`src/rtl/serial_subtractor_if.sv`:
```
// Handshake and operand/result bundle between the APU sequencer (master)
// and the bit-serial subtractor (slave).
interface serial_subtractor_if #(
    parameter int WIDTH = 8
) ();
    logic             start;
    logic [WIDTH-1:0] a;
    logic [WIDTH-1:0] b;
    logic             borrowIn;
    logic             busy;
    logic             done;
    logic [WIDTH-1:0] diff;
    logic             borrowOut;
    logic             zero;
    logic             negative;
    logic             overflow;

    modport master (
        output start, a, b, borrowIn,
        input  busy, done, diff, borrowOut, zero, negative, overflow
    );

    modport slave (
        input  start, a, b, borrowIn,
        output busy, done, diff, borrowOut, zero, negative, overflow
    );
endinterface

```
`src/rtl/serial_subtractor.sv`:
```
// Bit-serial two's-complement subtractor: diff = a - b - borrowIn, one bit per
// clock LSB first, through a single full-subtractor cell and a registered borrow.
module serial_subtractor #(
    parameter int WIDTH = 8
) (
    input logic                clk,
    input logic                reset,
    serial_subtractor_if.slave sub
);
    localparam int CW = $clog2(WIDTH + 1);

    typedef enum logic [1:0] {IDLE, SHIFT, DONE} state_t;

    state_t           state_q, state_d;
    logic [CW-1:0]    cnt_q, cnt_d;
    logic [WIDTH-1:0] aSh_q, aSh_d, bSh_q, bSh_d, dSh_q, dSh_d;
    logic [WIDTH-1:0] diff_q, diff_d;
    logic             br_q, br_d, aMsb_q, aMsb_d, bMsb_q, bMsb_d;
    logic             borrowOut_q, borrowOut_d, zero_q, zero_d;
    logic             negative_q, negative_d, overflow_q, overflow_d;
    logic             ai, bi, dBit, brNext;
    logic [WIDTH-1:0] dShifted;

    assign ai       = aSh_q[0];
    assign bi       = bSh_q[0];
    assign dBit     = ai ^ bi ^ br_q;
    assign brNext   = (~ai & bi) | (~(ai ^ bi) & br_q);
    assign dShifted = (dSh_q >> 1) | {dBit, {(WIDTH-1){1'b0}}};

    // The MSBs are latched separately because the operand registers shift them away.
    always_comb begin
        state_d     = state_q;
        cnt_d       = cnt_q;
        aSh_d       = aSh_q;
        bSh_d       = bSh_q;
        dSh_d       = dSh_q;
        br_d        = br_q;
        aMsb_d      = aMsb_q;
        bMsb_d      = bMsb_q;
        diff_d      = diff_q;
        borrowOut_d = borrowOut_q;
        zero_d      = zero_q;
        negative_d  = negative_q;
        overflow_d  = overflow_q;
        case (state_q)
            IDLE, DONE: begin
                state_d = IDLE;
                if (sub.start) begin
                    aSh_d   = sub.a;
                    bSh_d   = sub.b;
                    br_d    = sub.borrowIn;
                    aMsb_d  = sub.a[WIDTH-1];
                    bMsb_d  = sub.b[WIDTH-1];
                    cnt_d   = '0;
                    state_d = SHIFT;
                end
            end
            SHIFT: begin
                aSh_d = aSh_q >> 1;
                bSh_d = bSh_q >> 1;
                dSh_d = dShifted;
                br_d  = brNext;
                cnt_d = cnt_q + CW'(1);
                if (cnt_q == CW'(WIDTH - 1)) begin
                    state_d     = DONE;
                    diff_d      = dShifted;
                    borrowOut_d = brNext;
                    zero_d      = (dShifted == '0);
                    negative_d  = dBit;
                    overflow_d  = (aMsb_q != bMsb_q) && (dBit != aMsb_q);
                end
            end
            default: state_d = IDLE;
        endcase
    end

    always_ff @(posedge clk) begin
        if (reset) begin
            state_q     <= IDLE;
            cnt_q       <= '0;
            aSh_q       <= '0;
            bSh_q       <= '0;
            dSh_q       <= '0;
            br_q        <= 1'b0;
            aMsb_q      <= 1'b0;
            bMsb_q      <= 1'b0;
            diff_q      <= '0;
            borrowOut_q <= 1'b0;
            zero_q      <= 1'b0;
            negative_q  <= 1'b0;
            overflow_q  <= 1'b0;
        end else begin
            state_q     <= state_d;
            cnt_q       <= cnt_d;
            aSh_q       <= aSh_d;
            bSh_q       <= bSh_d;
            dSh_q       <= dSh_d;
            br_q        <= br_d;
            aMsb_q      <= aMsb_d;
            bMsb_q      <= bMsb_d;
            diff_q      <= diff_d;
            borrowOut_q <= borrowOut_d;
            zero_q      <= zero_d;
            negative_q  <= negative_d;
            overflow_q  <= overflow_d;
        end
    end

    assign sub.busy      = (state_q == SHIFT);
    assign sub.done      = (state_q == DONE);
    assign sub.diff      = diff_q;
    assign sub.borrowOut = borrowOut_q;
    assign sub.zero      = zero_q;
    assign sub.negative  = negative_q;
    assign sub.overflow  = overflow_q;
endmodule
```
`src/flat_wrapper.sv`:
```
// flat-port wrapper written by rule: the top's interface ports become plain ports
module serial_subtractor_flat 
#(
    parameter int WIDTH = 8
)
  (clk, reset, sub_start, sub_a, sub_b, sub_borrowIn, sub_busy, sub_done, sub_diff, sub_borrowOut, sub_zero, sub_negative, sub_overflow);
  serial_subtractor_if #(.WIDTH(WIDTH)) sub_i ();
  input logic clk;
  input logic reset;
  input wire logic [$bits(sub_i.start)-1:0] sub_start;
  input wire logic [$bits(sub_i.a)-1:0] sub_a;
  input wire logic [$bits(sub_i.b)-1:0] sub_b;
  input wire logic [$bits(sub_i.borrowIn)-1:0] sub_borrowIn;
  output wire logic [$bits(sub_i.busy)-1:0] sub_busy;
  output wire logic [$bits(sub_i.done)-1:0] sub_done;
  output wire logic [$bits(sub_i.diff)-1:0] sub_diff;
  output wire logic [$bits(sub_i.borrowOut)-1:0] sub_borrowOut;
  output wire logic [$bits(sub_i.zero)-1:0] sub_zero;
  output wire logic [$bits(sub_i.negative)-1:0] sub_negative;
  output wire logic [$bits(sub_i.overflow)-1:0] sub_overflow;
  assign sub_i.start = sub_start;
  assign sub_i.a = sub_a;
  assign sub_i.b = sub_b;
  assign sub_i.borrowIn = sub_borrowIn;
  assign sub_busy = sub_i.busy;
  assign sub_done = sub_i.done;
  assign sub_diff = sub_i.diff;
  assign sub_borrowOut = sub_i.borrowOut;
  assign sub_zero = sub_i.zero;
  assign sub_negative = sub_i.negative;
  assign sub_overflow = sub_i.overflow;
  serial_subtractor #(.WIDTH(WIDTH)) u_core (.clk(clk), .reset(reset), .sub(sub_i));
endmodule
```
`config.mk`:
```
export PLATFORM = sky130hd
export DESIGN_NAME = serial_subtractor_flat
export DESIGN_NICKNAME = d
export VERILOG_FILES = /design/src/rtl/serial_subtractor_if.sv /design/src/rtl/serial_subtractor.sv /design/src/flat_wrapper.sv
export SDC_FILE = /design/constraint.sdc
export NUM_CORES = 1
export LEC_CHECK = 0
export ABC_AREA = 0
export CAP_MARGIN = 40
export CORE_UTILIZATION = 57
export CTS_BUF_LIST = sky130_fd_sc_hd__clkbuf_8
export DETAILED_ROUTE_END_ITERATION = 16
export MAX_ROUTING_LAYER = met4
export PLACE_DENSITY = 0.86
export SETUP_SLACK_MARGIN = 0.05
export SLEW_MARGIN = 0
export SYNTH_ARGS = -nofsm -noshare
export SYNTH_HDL_FRONTEND = slang
export SYNTH_SLANG_ARGS = --single-unit
```
`constraint.sdc`:
```
create_clock -name clk -period 2.5 [get_ports clk]
set_clock_uncertainty 0.15 [all_clocks]
set_input_delay 0.75 -clock clk [delete_from_list [all_inputs] [get_ports clk]]
set_output_delay 0.75 -clock clk [all_outputs]
set_load 0.01 [all_outputs]
```
# After elaboration in Yosys (flattened, before gate mapping)
# Index checks and enable logic that the tools add are counted.
[word_totals]
inputBits = 20
regBits = 45
[op_classes]
n_eq_ne = 7
add_sub_neg = 1
reduce_logical = 8
n_mux = 11
bitwise_logic = 8
[op_table]
columns = ["cell", "n"]
rows = [
  ["$pmux W8 S2", 2],
  ["$mux W8", 2],
  ["$logic_not A8 Y1", 1],
  ["$or A7 B8 Y8", 1],
  ["$pmux W4 S2", 1],
  ["$reduce_and A2 Y1", 3],
  ["$add A4 B1 Y4 const B", 1],
  ["$eq A4 B3 Y1 const B", 1],
  ["$mux W4", 1],
  ["$pmux W2 S2", 1],
  ["$and A1 B1 Y1", 2],
  ["$eq A2 B1 Y1 const B", 1],
  ["$eq A2 B2 Y1 const B", 1],
  ["$logic_not A2 Y1", 1],
  ["$mux W1", 2],
  ["$mux W2", 1],
  ["$ne A1 B1 Y1", 2],
  ["$ne A2 B1 Y1 const B", 1],
  ["$ne A2 B2 Y1 const B", 1],
  ["$not A1 Y1", 2],
  ["$pmux W1 S2", 1],
  ["$reduce_bool A2 Y1", 1],
  ["$reduce_or A2 Y1", 1],
  ["$xor A1 B1 Y1", 2],
  ["other kinds (2)", 2],
]

# Longest topological paths before layout
# Gate-level depths: netlist of the first run.
[depth]
ltp_word = 5
mapped_depth = 6
mapped_depth_nobuf = 5

# Worst setup path before layout of the first run
# Ideal clock, no wire load.
[synth_path]
path_kind = "register to output"
startpoint = "reg u_core.state_q[1]"
endpoint = "out sub_busy"
t_arrival_ps = 818
required_ps = 1600
setup_slack_ps = 782
path_stages_with_launch = 5
path_cell_list = "dfxtp_1 nand2b_2 inv_2 buf_12 buf_4"
[synth_via]
elab_chain_cells = 1
[synth_rtl]
columns = ["item", "line", "source"]
rows = [
  ["from (decl)", "serial_subtractor.sv:14", "state_t state_q, state_d;"],
  ["from (signal assigned)", "serial_subtractor.sv:93", "state_q <= state_d;"],
  ["$eq A2 B1 Y1", "serial_subtractor.sv:109", "assign sub.busy = (state_q == SHIFT);"],
  ["to (decl)", "flat_wrapper.sv:14", "output wire logic [$bits(sub_i.busy)-1:0] sub_busy;"],
]
# No other way between the ends.

# Worst setup path after layout of the first run
[layout_path]
startpoint = "reg u_core.state_q[0]"
endpoint = "out sub_busy"
# The elaborated chain is that of the path after synthesis.

==> impl_metrics.ini, run 1 <==
[grt]
grtUsageTotal_pct = 25.5
grt_overflow_total = 0
antenna_found_initial = 0
grt_max_degree = 40
grt_pass1_vias = 1437
grt_pass1_wl_mm = 6.27

[critical_path]
cp_max_fo = 4
arrival_ns = 1.36
worst_ep_required_time_ns = 1.60
crit_path_end_kind = output pin
critPathKind = flop to output pin
critPathLaunchType = flop

[power_and_ir_drop]
switching_share_pct = 25.2
power_leakage_uw = 0.000753
p_seq_share_pct = 54.5
comb_power_share_pct = 12.3
p_per_area_nw_per_um2 = 620
power_switching_uw = 337
power.clock.fraction_pct = 33.2
ir_drop_uv = 462
internal_power_uw = 1000

[detailed_routing]
via_per_inst = 6.03
detail_route.wl_per_cell_um = 15.0
drc_errors = 1
first_pass_iters = 10
drt-total-wl_mm = 3.91
num_vias = 1569
ant_nets = 0
drt_iter0_drc = 87

[clock_network]
post-cts-setup-buffers = 0
cts_max_level = 2
clock_latency_ns = 0.29
cts_max_path_buffers = 2
hold_buffers = 0
cts-buffers-inserted = 5
clk_pin_slew_ns = 0.08
clock-sinks = 43
root_buffer = clkbuf_8
ctsResizeCount = 0
cts_tree = done

[synth]
syn-cell-area_um2 = 1790
synth_edf_count = 0
yosys.area_share.simple_pct = 18.7
synth-main-ff-cell = dfxtp_1
syn_inst = 203
synth_compound_area_share_pct = 21.9
ys_async_sr_fraction_pct = 0
synth_top_family_by_area = compound AO/OA/AOI/OAI gates
postSynthAreaPerCell_um2 = 8.80
synth_warnings = 0
seq_area_frac_synth_pct = 48.2
synth.distinct_cells = 31
synthAdderAreaFrac_pct = 1.82
synth_xor_xnor_area_share_pct = 0
ys_ff_latch = 43
syn-num-nets = 225
synthMuxAreaShare_pct = 1.47

[place]
dp_hpwl_mm = 2.58
io_buffer_count = 33
gp_congestion = 0.759
placed_area_um2 = 2070
dp_cells = 253

[timing]
relSlewSlack_pct = 68.9
worst_pin_slew_ns = 0.465
rsz0062_at_grt = false
setup_viol = 0
hold_viol_final = 0
max_freq_mhz = 442
hold_slack_ns = 0.318
fin_crit_ns = 2.26
fin_setup_tns_ns = 0
post-route-period-util_pct = 90.5
drv_slew = 0

[final_layout]
final-seq-area_um2 = 861
fillers = 204
final_area_um2 = 2160
multiInputGateArea_um2 = 785
area_growth_pct = 20.9
final_cells = 260
layout-drive-gt1-share_pct = 7.86
nets = 251
diodes = 0

[die]
die_x_um = 58.0
chipHeight_um = 58.0
initial_core_util_pct = 62.6
row_count = 19
coreArea_um2 = 2850
fp.dieArea_um2 = 3360
num_io_pins = 34

[outcome]
status = finished, violations left
failed_checks = DRC

[worst_hold_path]
min-delay-path-class = flop to flop

[flow_run]
maxCapViolCount = 0
-- final cells by class --
class | count | area share [%]
clock inverter | 1 | 0.232
sequential | 43 | 39.9
multi-input combinational | 137 | 36.3
tap | 31 | 1.80
clock buffer | 6 | 3.83
inverter | 3 | 0.522
timing repair buffer | 39 | 17.4
-- cell usage in the layout, fill, tap and decap left out, types with 2 or more instances in the layout --
master / netlist / layout
clkdlybuf4s50_1: 0 / 33
nand2_1: 19 / 19
dfxtp_1: 43 / 43
nor2_1: 4 / 4
inv_1: 2 / 2
a211oi_1: 3 / 3
o21ai_0: 9 / 9
a22oi_1: 14 / 14
a21oi_1: 42 / 42
nor2b_1: 2 / 2
nand3_1: 27 / 27
nand2b_1: 2 / 2
buf_4: 4 / 6
clkbuf_8: 0 / 6
nor4_1: 2 / 2
-- final timing paths --
| kind | from | endpoint | slack (ns) | cells past startpoint |
|---|---|---|---|---|
| min reg2reg | u_core.br_q$_SDFFE_PP0P_ | u_core.br_q$_SDFFE_PP0P_ | 0.32 | 2 |
| max reg2reg | u_core.bSh_q[0]$_SDFFE_PP0P_ | u_core.sub.overflow$_SDFFE_PP0P_ | 0.73 | 5 |
| max | u_core.state_q[0]$_SDFFE_PP0P_ | sub_busy | 0.24 | 3 |
| min | u_core.br_q$_SDFFE_PP0P_ | u_core.br_q$_SDFFE_PP0P_ | 0.32 | 2 |
-- cells in the mapped netlist (2+ instances only) --
cell | number | share of area [%]
clkbuf_1 | 7 | 1.5
inv_1 | 2 | 0.42
a22oi_1 | 14 | 5.9
nand3_1 | 27 | 7.6
nand2_1 | 19 | 4.0
o21ai_0 | 9 | 2.5
buf_4 | 4 | 1.7
buf_2 | 6 | 1.7
nor4_1 | 2 | 0.70
dfxtp_1 | 43 | 48
nor2_1 | 4 | 0.84
a211oi_1 | 3 | 1.3
nor2b_1 | 2 | 0.70
buf_6 | 2 | 1.3
nand2b_1 | 2 | 0.70
a21oi_1 | 42 | 12
-- per-layer routing --
layer / vias to the layer above / GRT usage (%) / share of wire, %
li1: 768 / - / -
met1: 745 / 30.9 / 42
met2: 46 / 39.6 / 51
met3: 10 / 5.13 / 5.2
met4: 0 / 15.0 / 2.3
met5: - / - / 0
-- through the flow --
stage	util [%]	setup slack [ns]	total power (uW)
finish	75.7	0.237	1340
global route	75.7	0.192	1380
CTS	75.7	0.226	1340
detailed placement	72.6	0.305	906
global placement	72.6	0.381	898
floorplan	-	0.782	856
-- cell families (layout without fill, tap and decap cells) --
logic type	after synthesis	count (layout)
AOI/OAI and AO/OA	69	69
and+or+nand+nor	64	64
DFF	43	43
buffers and inverters	23	49
adders and majority gates	2	2
muxes	2	2
-- critical path, cell delays in order, from the launching register on --
cell and delay, ns:
dfxtp_1 0.40, nand2b_2 0.09, inv_2 0.06, clkdlybuf4s50_1 0.53
-- registers in the layout, summed over array words and instances (netlist names) --
register	flops
u_core.state_q	2
u_core.bMsb_q	1
u_core.bSh_q	8
u_core.aMsb_q	1
u_core.dSh_q	7
u_core.sub.zero	1
u_core.br_q	1
u_core.aSh_q	8
u_core.sub.overflow	1
u_core.sub.diff	8
u_core.cnt_q	4
u_core.sub.borrowOut	1
-- power groups by stage --
stage	registers (uW)	clock network, uW	logic (uW)
2_1_floorplan	739	0	116
3_3_place_gp	742	0	155
3_5_place_dp	744	0	162
4_1_cts	728	445	164
5_1_grt	732	468	179
6_report	729	444	165
(Power assumes the default switching activity.)
==> run 2, diff against run 1 <==
- CAP_MARGIN: 40 -> default
==> results of run 2 <==
No change in the layout: final DEF, timing and power equal those of run 1.
